**src/rtl/mcs6530_timer_if.sv**
```systemverilog
// Bus bundle for the MCS6530 interval timer: CPU access strobe, address, data and IRQ.
// The read-data line is do_o because "do" is a reserved word in SystemVerilog.
interface mcs6530_timer_if;
   logic       cs;
   logic       we_n;
   logic [3:0] addr;
   logic [7:0] di;
   logic [7:0] do_o;
   logic       irq_n;

   modport master (output cs, we_n, addr, di, input do_o, irq_n);
   modport slave  (input cs, we_n, addr, di, output do_o, irq_n);
endinterface

```
**src/rtl/mcs6530_timer.sv**
```systemverilog
// MCS6530 interval timer: 8-bit count with /1,/8,/64,/1024 prescale and an expiry flag.
// Define MCS6530_TIMER_IRQ_EN to let the flag drive irq_n; otherwise irq_n stays high.
module mcs6530_timer (
   input  logic           phi2,
   input  logic           rst_n,
   mcs6530_timer_if.slave bus
);

`ifdef MCS6530_TIMER_IRQ_EN
   localparam bit IRQ_BUILD = 1'b1;
`else
   localparam bit IRQ_BUILD = 1'b0;
`endif

   typedef enum logic [1:0] {IDLE, COUNT, EXPIRED} state_t;

   state_t     state_q;
   logic [7:0] count_q;
   logic [7:0] do_q;
   logic [9:0] presc_q;
   logic [9:0] reload_q;
   logic       flag_q;
   logic       irq_en_q;

   logic acc, wr, rd_cnt, rd_flag, irq_en_d;

   function automatic logic [9:0] presc_reload(input logic [1:0] sel);
      case (sel)
         2'b00:   presc_reload = 10'd0;
         2'b01:   presc_reload = 10'd7;
         2'b10:   presc_reload = 10'd63;
         default: presc_reload = 10'd1023;
      endcase
   endfunction

   assign acc      = bus.cs & bus.addr[2];
   assign wr       = acc & ~bus.we_n;
   assign rd_cnt   = acc &  bus.we_n & ~bus.addr[0];
   assign rd_flag  = acc &  bus.we_n &  bus.addr[0];
   assign irq_en_d = bus.addr[3] & IRQ_BUILD;

   always_ff @(posedge phi2) begin
      if (!rst_n) begin
         state_q  <= IDLE;
         count_q  <= 8'h00;
         presc_q  <= 10'd0;
         reload_q <= 10'd0;
         flag_q   <= 1'b0;
         irq_en_q <= 1'b0;
         do_q     <= 8'h00;
      end else begin
         if (rd_cnt)
            do_q <= count_q;
         else if (rd_flag)
            do_q <= {flag_q, 7'b0};

         if (wr) begin
            count_q  <= bus.di;
            reload_q <= presc_reload(bus.addr[1:0]);
            presc_q  <= presc_reload(bus.addr[1:0]);
            irq_en_q <= irq_en_d;
            flag_q   <= 1'b0;
            state_q  <= COUNT;
         end else begin
            if (rd_cnt) begin
               flag_q   <= 1'b0;
               irq_en_q <= irq_en_d;
            end
            // Expiry sets the flag after the read clear so it wins a same-cycle read.
            case (state_q)
               COUNT: begin
                  if (presc_q == 10'd0) begin
                     presc_q <= reload_q;
                     if (count_q != 8'h00) begin
                        count_q <= count_q - 8'h01;
                     end else begin
                        count_q <= 8'hFF;
                        flag_q  <= 1'b1;
                        state_q <= EXPIRED;
                     end
                  end else begin
                     presc_q <= presc_q - 10'd1;
                  end
               end
               EXPIRED: count_q <= count_q - 8'h01;
               default: ;
            endcase
         end
      end
   end

   assign bus.do_o  = do_q;
   assign bus.irq_n = ~(flag_q & irq_en_q);

endmodule

```
**src/flat_wrapper.sv**
```systemverilog
// flat-port wrapper written by rule: the top's interface ports become plain ports
module mcs6530_timer_flat 
  (phi2, rst_n, bus_cs, bus_we_n, bus_addr, bus_di, bus_do_o, bus_irq_n);
  mcs6530_timer_if bus_i ();
  input  logic phi2;
  input  logic rst_n;
  input wire logic [$bits(bus_i.cs)-1:0] bus_cs;
  input wire logic [$bits(bus_i.we_n)-1:0] bus_we_n;
  input wire logic [$bits(bus_i.addr)-1:0] bus_addr;
  input wire logic [$bits(bus_i.di)-1:0] bus_di;
  output wire logic [$bits(bus_i.do_o)-1:0] bus_do_o;
  output wire logic [$bits(bus_i.irq_n)-1:0] bus_irq_n;
  assign bus_i.cs = bus_cs;
  assign bus_i.we_n = bus_we_n;
  assign bus_i.addr = bus_addr;
  assign bus_i.di = bus_di;
  assign bus_do_o = bus_i.do_o;
  assign bus_irq_n = bus_i.irq_n;
  mcs6530_timer u_core (.phi2(phi2), .rst_n(rst_n), .bus(bus_i));
endmodule
```
**config.mk**
```make
export PLATFORM = sky130hd
export DESIGN_NAME = mcs6530_timer_flat
export DESIGN_NICKNAME = d
export VERILOG_FILES = /design/src/rtl/mcs6530_timer_if.sv /design/src/rtl/mcs6530_timer.sv /design/src/flat_wrapper.sv
export SDC_FILE = /design/constraint.sdc
export NUM_CORES = 1
export LEC_CHECK = 0
export ABC_AREA = 1
export ABC_CLOCK_PERIOD_IN_PS = 4000
export CAP_MARGIN = 15
export CORE_AREA = 5 5 61 63
export CTS_BUF_LIST = sky130_fd_sc_hd__clkbuf_8
export DETAILED_ROUTE_END_ITERATION = 7
export DIE_AREA = 0 0 66 68
export PLACE_DENSITY_LB_ADDON = 0.05
export SYNTH_ARGS = -nofsm -noshare
export SYNTH_HDL_FRONTEND = slang
export SYNTH_SLANG_ARGS = --single-unit
export TNS_END_PERCENT = 30
```
**constraint.sdc**
```tcl
create_clock -name phi2 -period 4 [get_ports phi2]
set_clock_uncertainty 0.2 [all_clocks]
set_input_delay 0.6 -clock phi2 [delete_from_list [all_inputs] [get_ports phi2]]
set_output_delay 0.6 -clock phi2 [all_outputs]
set_load 0.01 [all_outputs]
```
==> flow_metrics.py, run 1 <==
metrics = {
    "timing": {
        "final.period_utilization": 0.610,
        "setup_viol_count_final": 0,
        "maxSlewViolCount": 0,
        "tightest_slew_ns": 0.654,
        "max_freq_ghz": 0.410,
        "fin_setup_tns_ns": 0,
        "hold_viol": 0,
        "timing.hold.ws_ns": 0.262,
        "min_period_ns": 2.44,
        "max_slew_margin": 0.562,
        "rsz0062_at_grt": "false",
    },
    "layout": {
        "final_util": 0.693,
        "multi_input_area_um2": 1050,
        "final_cell_mix": "nand2_1, nor2_1, dfxtp_1",
        "area_delta_synth_final_pct": 19.5,
        "drive_gt1_frac": 0.0839,
        "final_nets": 329,
        "num-fill-cells": 308,
        "ff_latch_area_um2": 641,
        "diodes": 0,
        "final_common_cell": "nand2_1",
    },
    "floorplan": {
        "row_count": 21,
        "io_pins": 25,
        "coreArea_um2": 3180,
        "start_util": 0.580,
        "die_area_um2": 4490,
        "die_w_um": 66,
        "die_h_um": 68,
    },
    "flow_run": {
        "timing.max_cap.violations": 0,
    },
    "logic_synthesis": {
        "muxShareOfSynthArea": 0,
        "yosys.cell_types.count": 27,
        "synth-seq-cells": 32,
        "synth_fa_ha_area_frac": 0.0272,
        "yosysSeqAreaShare": 0.348,
        "syn-instance-count": 288,
        "synth_xor_area_frac": 0.0238,
        "synthTopCellsByArea": "dfxtp_1, nand2_1, a21oi_1",
        "synth_simple_gate_area_frac": 0.369,
        "synth_top_family_by_area": "simple AND/OR/NAND/NOR gates",
        "synth_warnings": 0,
        "synth_top_area_share": 0.348,
        "avgSynthCellArea_um2": 6.40,
        "yosys.area.top_type": "dfxtp_1",
        "syn_nets": 308,
        "synth_compound_area_frac": 0.147,
        "syn_area_um2": 1840,
    },
    "clock_tree": {
        "ctsHtreeMaxLevel": 2,
        "cts-hold-fix-buffers": 0,
        "cts.repair.resized": 0,
        "clk_pin_slew_ns": 0.07,
        "clkLatencyLatePin_ns": 0.29,
        "cts_tree": "built",
        "cts_max_path_buffers": 2,
        "post_cts_buffers": 0,
        "root_buffer": "clkbuf_8",
        "cts_buffers": 5,
        "clock-sinks": 32,
    },
    "setup_path": {
        "path_max_fanout": 28,
        "critPathArrivalTime_ns": 2.40,
        "criticalPathCategory": "in2reg",
        "timing.rr.start": "u_core.presc_q[0]$_SDFFE_PN0P_",
        "reg2reg_slack_ns": 2.19,
        "r2r-end": "u_core.presc_q[3]$_SDFFE_PN0P_",
        "reg2reg_depth": 10,
        "end_kind": "register",
        "cp.required_ns": 3.96,
        "cp-start-kind": "input pin",
    },
    "route": {
        "drc": 0,
        "wl_um": 3970,
        "drtIter0Drc": 106,
        "avgRoutedWirePerCell_um": 11.2,
        "ant_nets": 0,
        "dr.pass1.iters": 4,
        "via_per_inst": 4.97,
        "vias": 1771,
    },
    "global_route": {
        "grt_pass1_wl_um": 6820,
        "overflow": 0,
        "grt_usage": 0.198,
        "grt_pass1_vias": 1546,
        "antenna_found_initial": 0,
        "grt_max_degree": 29,
    },
    "placement": {
        "io_buffers": 22,
        "dp.final_hpwl_um": 2850,
        "place.gp.congestion": 0.799,
    },
    "pwr": {
        "power_uw": 977,
        "power_density_nw_per_um2": 444,
        "peakVddDrop_v": 0.000398,
        "p_leak_uw": 0.000988,
    },
    "outcome": {
        "status": "finished, final reports clean",
    },
    "worst_hold_path": {
        "hold_end": "u_core.bus.do_o[6]$_SDFFE_PN0P_",
        "hold-path-cell-count": 2,
        "worstHoldStart": "u_core.bus.do_o[6]$_SDFFE_PN0P_",
        "hold_path.class": "reg2reg",
    },
}
==> worst max path at each step <==
stage | from | depth (start not counted) | to
finish | bus_cs | 7 | u_core.presc_q[3]$_SDFFE_PN0P_
global route | bus_cs | 7 | u_core.presc_q[9]$_SDFFE_PN0P_
CTS | bus_cs | 7 | u_core.presc_q[3]$_SDFFE_PN0P_
detailed placement | bus_cs | 7 | u_core.presc_q[6]$_SDFFE_PN0P_
global placement | bus_cs | 7 | u_core.presc_q[7]$_SDFFE_PN0P_
floorplan | bus_we_n | 7 | u_core.presc_q[0]$_SDFFE_PN0P_
==> synth_stat cells <==
master and count:
nand2_1 92, nor2_1 35, dfxtp_1 32, a21oi_1 29, inv_1 25, o21ai_0 14, nand3_1 11, o21ai_1 10
nand2_2 5, ha_1 4, inv_2 4, clkbuf_1 3, nor2_4 3, xnor2_1 3, buf_1 2, buf_4 2
nand3_4 2, nor2_2 2, xor2_1 2, a31oi_1 1, and2_2 1, buf_6 1, conb_1 1, nand3_2 1
nand4_1 1, nor3_1 1, or2_1 1
==> routing by layer <==
metal	track usage	wire length (um)	up-vias
met3	0.0542	230	6
met5	0	0	-
met2	0.297	1700	38
met1	0.276	2000	780
li1	-	-	947
met4	0.0660	48	0
==> metrics by stage <==
step | cells | worst slack (ns) | instance area, um2
after floorplan | 288 | 2.29 | 1840
after global placement | 348 | 1.27 | 2080
after detailed placement | 348 | 1.27 | 2080
after CTS | 356 | 1.56 | 2200
after global routing | 356 | 1.39 | 2200
final | 356 | 1.56 | 2200
==> where the power goes <==
group          switching, uW  internal, uW
Clock                    120           220
Sequential              27.2           342
Combinational            161           108
==> layout make-up <==
class / count / area share
clock inverters: 1 / 0.0136
clock buffers: 7 / 0.0438
inverters: 29 / 0.0494
flip-flops and latches: 32 / 0.291
well taps: 46 / 0.0261
multi-input cells: 219 / 0.476
repair buffers: 22 / 0.100
==> critical path: stages <==
cell	delay (ns)
clkdlybuf4s50_1	0.55
nand3_4	0.29
inv_2	0.25
or2_1	0.40
nand2_1	0.11
inv_1	0.11
a21oi_1	0.08
==> registers in the layout (all words and copies together) (netlist names) <==
name and flops:
u_core.presc_q 10, u_core.bus.do_o 8, u_core.count_q 8, u_core.state_q 2
u_core.reload_q 3, u_core.flag_q 1
==> cell families (layout without fill, tap and decap cells) <==
family	Yosys count	count (layout)
and+or+nand+nor	155	155
AOI/OAI and AO/OA	54	54
buffers and inverters	37	59
DFF	32	32
xor gates and xnor gates	5	5
adders and majority gates	4	4
other	1	1
(Power assumes the default switching activity.)
==> inputs of run 2 (changes only) <==
--- a/config.mk
+++ b/config.mk
@@ -6,12 +6,12 @@
 export NUM_CORES = 1
 export LEC_CHECK = 0
 export ABC_AREA = 1
-export ABC_CLOCK_PERIOD_IN_PS = 4000
+export ABC_CLOCK_PERIOD_IN_PS = 2200
 export CAP_MARGIN = 15
-export CORE_AREA = 5 5 61 63
+export CORE_AREA = 5 5 67 69
 export CTS_BUF_LIST = sky130_fd_sc_hd__clkbuf_8
 export DETAILED_ROUTE_END_ITERATION = 7
-export DIE_AREA = 0 0 66 68
+export DIE_AREA = 0 0 72 74
 export PLACE_DENSITY_LB_ADDON = 0.05
 export SYNTH_ARGS = -nofsm -noshare
 export SYNTH_HDL_FRONTEND = slang
==> constraint.sdc (replaced) <==
create_clock -name phi2 -period 2.2 [get_ports phi2]
set_clock_uncertainty 0.2 [all_clocks]
set_input_delay 0.33 -clock phi2 [delete_from_list [all_inputs] [get_ports phi2]]
set_output_delay 0.33 -clock phi2 [all_outputs]
set_load 0.01 [all_outputs]
==> flow_metrics.py, run 2 (same netlist as run 1, synthesis figures left out) <==
metrics = {
    "route": {
        "drc": 0,
        "via_per_inst": 4.77,
        "avgRoutedWirePerCell_um": 11.4,
        "wl_um": 4170,
        "drtIter0Drc": 93,
        "vias": 1740,
        "ant_nets": 0,
        "dr.pass1.iters": 4,
    },
    "pwr": {
        "peakVddDrop_v": 0.000432,
        "combPwrFrac": 0.313,
        "clkPwrFrac": 0.269,
        "power_density_nw_per_um2": 726,
        "p_switching_uw": 566,
        "netSwitchingFraction": 0.353,
        "internal-power_uw": 1040,
        "p_leak_uw": 0.000992,
        "pwr-share-seq": 0.417,
    },
    "setup_path": {
        "reg2reg_slack_ns": 0.40,
        "crit_family": "simple AND/OR/NAND/NOR gates",
        "criticalPathCategory": "reg2reg",
        "reg2reg_depth": 9,
        "cp.required_ns": 2.17,
        "worstPathCellList": "inv_1, ha_1, nand3_1, inv_1, nand2_2, nor2_4, nand3_1, nand2_1, a21oi_1",
        "path_max_fanout": 6,
        "slowest_stage": "dfxtp_1",
        "critPathArrivalTime_ns": 1.77,
        "end_kind": "register",
        "timing.rr.start": "u_core.presc_q[0]$_SDFFE_PN0P_",
        "cp-start-kind": "register",
        "path_buf_inv": 2,
        "cpPeakStageDelay_ns": 0.32,
        "r2r-end": "u_core.state_q[0]$_SDFFE_PN0P_",
    },
    "clock_tree": {
        "clk_pin_slew_ns": 0.07,
        "clock-sinks": 32,
        "cts_buffers": 5,
        "cts_tree": "built",
        "clkLatencyLatePin_ns": 0.28,
        "ctsHtreeMaxLevel": 2,
        "post_cts_buffers": 0,
        "cts-hold-fix-buffers": 0,
        "cts_max_path_buffers": 2,
        "cts.repair.resized": 0,
        "root_buffer": "clkbuf_8",
    },
    "timing": {
        "final.period_utilization": 0.819,
        "max_freq_ghz": 0.555,
        "hold_viol": 0,
        "min_period_ns": 1.80,
        "rsz0062_at_grt": "false",
        "fin_setup_tns_ns": 0,
        "maxSlewViolCount": 0,
        "setup_viol_count_final": 0,
    },
    "floorplan": {
        "io_pins": 25,
        "die_h_um": 74,
        "start_util": 0.478,
        "row_count": 23,
        "coreArea_um2": 3860,
        "die_w_um": 72,
        "die_area_um2": 5330,
    },
    "layout": {
        "final_nets": 335,
        "diodes": 0,
        "final_common_cell": "nand2_1",
        "area_delta_synth_final_pct": 19.8,
        "drive_gt1_frac": 0.0984,
        "finalInstanceArea_um2": 2210,
        "stdcell_count": 365,
        "final_cell_mix": "nand2_1, nor2_1, dfxtp_1",
        "max_flop_register": "u_core.presc_q",
        "largest_reg_flops": 10,
    },
    "global_route": {
        "grt_usage": 0.171,
        "overflow": 0,
        "grt_max_degree": 15,
        "grt_pass1_wl_um": 7030,
        "grt_pass1_vias": 1534,
        "antenna_found_initial": 0,
    },
    "placement": {
        "dp.final_hpwl_um": 3120,
        "placed_cells": 358,
        "place.gp.congestion": 0.834,
        "place_area_um2": 2130,
        "io_buffers": 22,
    },
    "worst_hold_path": {
        "hold_end": "u_core.bus.do_o[1]$_SDFFE_PN0P_",
        "hold_path.class": "reg2reg",
        "hold-path-cell-count": 2,
        "worstHoldStart": "u_core.bus.do_o[1]$_SDFFE_PN0P_",
    },
    "outcome": {
        "status": "finished, final reports clean",
    },
    "flow_run": {
        "timing.max_cap.violations": 0,
    },
}
-- run 2: cell count changes in the layout (fill, tap and decap cells not counted), sizes merged --
cell | previous run | this run
bufinv | 1 | 0
clkbuf | 7 | 5
clkinvlp | 0 | 1
clkinv | 0 | 1
buf | 0 | 6
-- run 2: power by group through the flow --
| stage | sequential [uW] | clock (uW) | combinational, uW |
|---|---|---|---|
| 2_1_floorplan | 670 | 0 | 399 |
| 3_3_place_gp | 681 | 0 | 498 |
| 3_5_place_dp | 682 | 0 | 501 |
| 4_1_cts | 668 | 451 | 504 |
| 5_1_grt | 676 | 470 | 584 |
| 6_report | 669 | 432 | 502 |
-- run 2: layout make-up --
class	instances	area (um2)
inverter	29	109
sequential	32	641
clock inverter	2	12.5
timing repair buffer	28	265
clock buffer	5	68.8
multi-input combinational	219	1050
fill	399	1650
tap	50	62.6
-- run 2: worst register-to-register path: stages, from the launching register on --
cell	delay [ns]
dfxtp_1	0.32
inv_1	0.07
ha_1	0.26
nand3_1	0.12
inv_1	0.12
nand2_2	0.09
nor2_4	0.19
nand3_1	0.16
nand2_1	0.09
a21oi_1	0.05
-- run 2: how the worst max path moves through the flow --
stage / from / end / slack, ns / cells past startpoint
2_1_floorplan: u_core.presc_q[0]$_SDFFE_PN0P_ / u_core.count_q[2]$_SDFFE_PN0P_ / 0.62 / 10
3_3_place_gp: bus_we_n / u_core.presc_q[9]$_SDFFE_PN0P_ / 0.19 / 8
6_report: u_core.presc_q[0]$_SDFFE_PN0P_ / u_core.state_q[0]$_SDFFE_PN0P_ / 0.40 / 9
4_1_cts: u_core.presc_q[0]$_SDFFE_PN0P_ / u_core.state_q[0]$_SDFFE_PN0P_ / 0.40 / 9
5_1_grt: u_core.presc_q[0]$_SDFFE_PN0P_ / u_core.presc_q[7]$_SDFFE_PN0P_ / 0.23 / 10
3_5_place_dp: bus_we_n / u_core.presc_q[9]$_SDFFE_PN0P_ / 0.16 / 8
-- run 2: per-layer routing --
metal / global-route usage / part of all wire / wire, um
met1: 0.241 / 0.54 / 2260
met2: 0.242 / 0.39 / 1640
met3: 0.0459 / 0.047 / 196
met4: 0.0814 / 0.017 / 69
met5: 0 / 0 / 0
-- run 2: stage by stage --
stage	total power, uW	setup WS (ns)	hold WS [ns]	utilization
after global placement	1180	0.189	0.252	0.551
after global routing	1730	0.226	0.289	0.572
after floorplan	1070	0.618	0.245	-
after detailed placement	1180	0.155	0.258	0.551
after CTS	1620	0.401	0.268	0.572
final	1600	0.399	0.263	0.572
==> inputs of run 3 (changes only) <==
--- a/config.mk
+++ b/config.mk
@@ -6,7 +6,7 @@
 export NUM_CORES = 1
 export LEC_CHECK = 0
 export ABC_AREA = 1
-export ABC_CLOCK_PERIOD_IN_PS = 2200
+export ABC_CLOCK_PERIOD_IN_PS = 1600
 export CAP_MARGIN = 15
 export CORE_AREA = 5 5 67 69
 export CTS_BUF_LIST = sky130_fd_sc_hd__clkbuf_8
==> constraint.sdc (replaced) <==
create_clock -name phi2 -period 1.6 [get_ports phi2]
set_clock_uncertainty 0.2 [all_clocks]
set_input_delay 0.24 -clock phi2 [delete_from_list [all_inputs] [get_ports phi2]]
set_output_delay 0.24 -clock phi2 [all_outputs]
set_load 0.01 [all_outputs]
==> flow_metrics.py, run 3 (same netlist as run 1, synthesis figures left out) <==
metrics = {
    "route": {
        "vias": 1921,
        "ant_nets": 0,
        "drc": 0,
        "wl_um": 4470,
        "dr.pass1.iters": 5,
        "via_per_inst": 4.80,
        "avgRoutedWirePerCell_um": 11.2,
        "drtIter0Drc": 79,
    },
    "setup_path": {
        "crit_family": "simple AND/OR/NAND/NOR gates",
        "worstPathCellList": "inv_2, ha_4, nand3_2, inv_2, nand2_2, nor2_4, buf_6, nand3_2, nand2_1, a21oi_1",
        "path_buf_inv": 3,
        "cpPeakStageDelay_ns": 0.33,
        "critPathArrivalTime_ns": 1.58,
        "end_kind": "register",
        "criticalPathCategory": "reg2reg",
        "cp.required_ns": 1.57,
        "path_max_fanout": 6,
        "slowest_stage": "dfxtp_2",
        "cp-start-kind": "register",
    },
    "floorplan": {
        "die_area_um2": 5330,
        "coreArea_um2": 3860,
        "io_pins": 25,
        "start_util": 0.478,
        "die_h_um": 74,
        "die_w_um": 72,
        "row_count": 23,
    },
    "clock_tree": {
        "ctsHtreeMaxLevel": 2,
        "cts-hold-fix-buffers": 0,
        "clk_pin_slew_ns": 0.06,
        "clkLatencyLatePin_ns": 0.28,
        "cts_tree": "built",
        "root_buffer": "clkbuf_8",
        "cts_max_path_buffers": 2,
        "cts_buffers": 5,
        "clock-sinks": 32,
    },
    "layout": {
        "diodes": 0,
        "ff_latch_area_um2": 643,
        "largest_reg_flops": 10,
        "final_common_cell": "nand2_1",
        "area_delta_synth_final_pct": 41.4,
        "final_cell_mix": "nand2_1, buf_4, dfxtp_1",
        "stdcell_count": 400,
        "drive_gt1_frac": 0.277,
        "num-fill-cells": 350,
        "max_flop_register": "u_core.presc_q",
        "multi_input_area_um2": 1160,
        "final_nets": 370,
    },
    "pwr": {
        "power_uw": 2430,
        "power_density_nw_per_um2": 933,
        "peakVddDrop_v": 0.000688,
        "p_leak_uw": 0.00131,
    },
    "placement": {
        "place.gp.congestion": 0.814,
        "io_buffers": 22,
        "dp.final_hpwl_um": 3350,
        "dp_slack_ns": -0.269,
        "placed_cells": 388,
    },
    "worst_hold_path": {
        "hold_path.class": "reg2reg",
    },
    "timing": {
        "final.period_utilization": 1.00,
        "min_period_ns": 1.61,
        "finalWorstSetupSlack_ns": -0.00515,
        "maxSlewViolCount": 0,
        "setup_viol_count_final": 1,
        "rsz0062_at_grt": "true",
        "max_freq_ghz": 0.623,
        "hold_viol": 0,
    },
    "global_route": {
        "grt_usage": 0.185,
        "grt_pass1_wl_um": 7690,
        "grt_max_degree": 12,
        "antenna_found_initial": 0,
        "overflow": 0,
        "grt_pass1_vias": 1739,
    },
    "outcome": {
        "violations": "negative setup slack",
        "status": "finished, violations left",
    },
    "flow_run": {
        "timing.max_cap.violations": 0,
    },
}
-- run 3: changes by cell type in the layout (fill, tap and decap cells not counted), moves of 3 or more --
| cell | delta |
|---|---|
| buf_4 | +32 |
| clkdlybuf4s50_1 | -8 |
| nand2_1 | -8 |
| nand2_2 | +8 |
| nor2_1 | -7 |
| a21oi_1 | -6 |
| a21oi_2 | +6 |
| dlymetal6s2s_1 | +6 |
| nor2_2 | +6 |
| o21ai_0 | -4 |
| inv_2 | +3 |
-- run 3: cell type report --
cell class	instances	area share
repair buffers	62	0.211
well taps	50	0.0240
inverters	29	0.0418
clock buffers	5	0.0264
multi-input cells	220	0.447
clock inverters	2	0.00336
flip-flops and latches	32	0.247
-- run 3: worst reg2reg max path: stages, from the launching register on --
cell and delay, ns:
dfxtp_2 0.33, inv_2 0.07, ha_4 0.14, nand3_2 0.08
inv_2 0.07, nand2_2 0.06, nor2_4 0.21, buf_6 0.13
nand3_2 0.08, nand2_1 0.07, a21oi_1 0.05
-- run 3: path summary, 6_finish.rpt --
check	depth (start not counted)	slack [ns]	endpoint	from
setup / recovery	10	-0.005	u_core.state_q[0]$_SDFFE_PN0P_	u_core.presc_q[0]$_SDFFE_PN0P_
hold reg to reg	2	0.26	u_core.bus.do_o[3]$_SDFFE_PN0P_	u_core.bus.do_o[3]$_SDFFE_PN0P_
hold / removal	2	0.26	u_core.bus.do_o[3]$_SDFFE_PN0P_	u_core.bus.do_o[3]$_SDFFE_PN0P_
setup reg to reg	10	-0.005	u_core.state_q[0]$_SDFFE_PN0P_	u_core.presc_q[0]$_SDFFE_PN0P_
-- run 3: timing repair --
action | CTS | global route
endpoints found under the setup margin | 23 | 27
gates cloned | 0 | 1
pin swaps | 5 | 12
gates resized for setup | 13 | 36
buffers inserted | 1 | 3
-- run 3: power breakdown --
part	switching [uW]	total, uW	internal (uW)	leakage [uW]
clock	278	566	288	0.0000452
combinational	517	951	434	0.000998
sequential	56.8	913	856	0.000262
-- run 3: per-stage QoR --
step / TNS, ns / util / area (um2) / hold slack, ns
2_1_floorplan: 0 / - / 1840 / 0.205
3_3_place_gp: -4.53 / 0.613 / 2360 / 0.250
3_5_place_dp: -5.54 / 0.613 / 2360 / 0.255
4_1_cts: -0.00955 / 0.643 / 2480 / 0.264
5_1_grt: -1.24 / 0.676 / 2610 / 0.288
6_report: -0.00515 / 0.676 / 2610 / 0.260
-- run 3: per-layer routing --
| layer | track usage | wire (um) |
|---|---|---|
| met1 | 0.263 | 2250 |
| met2 | 0.276 | 1920 |
| met3 | 0.0446 | 249 |
| met4 | 0.0626 | 52 |
| met5 | 0 | 0 |
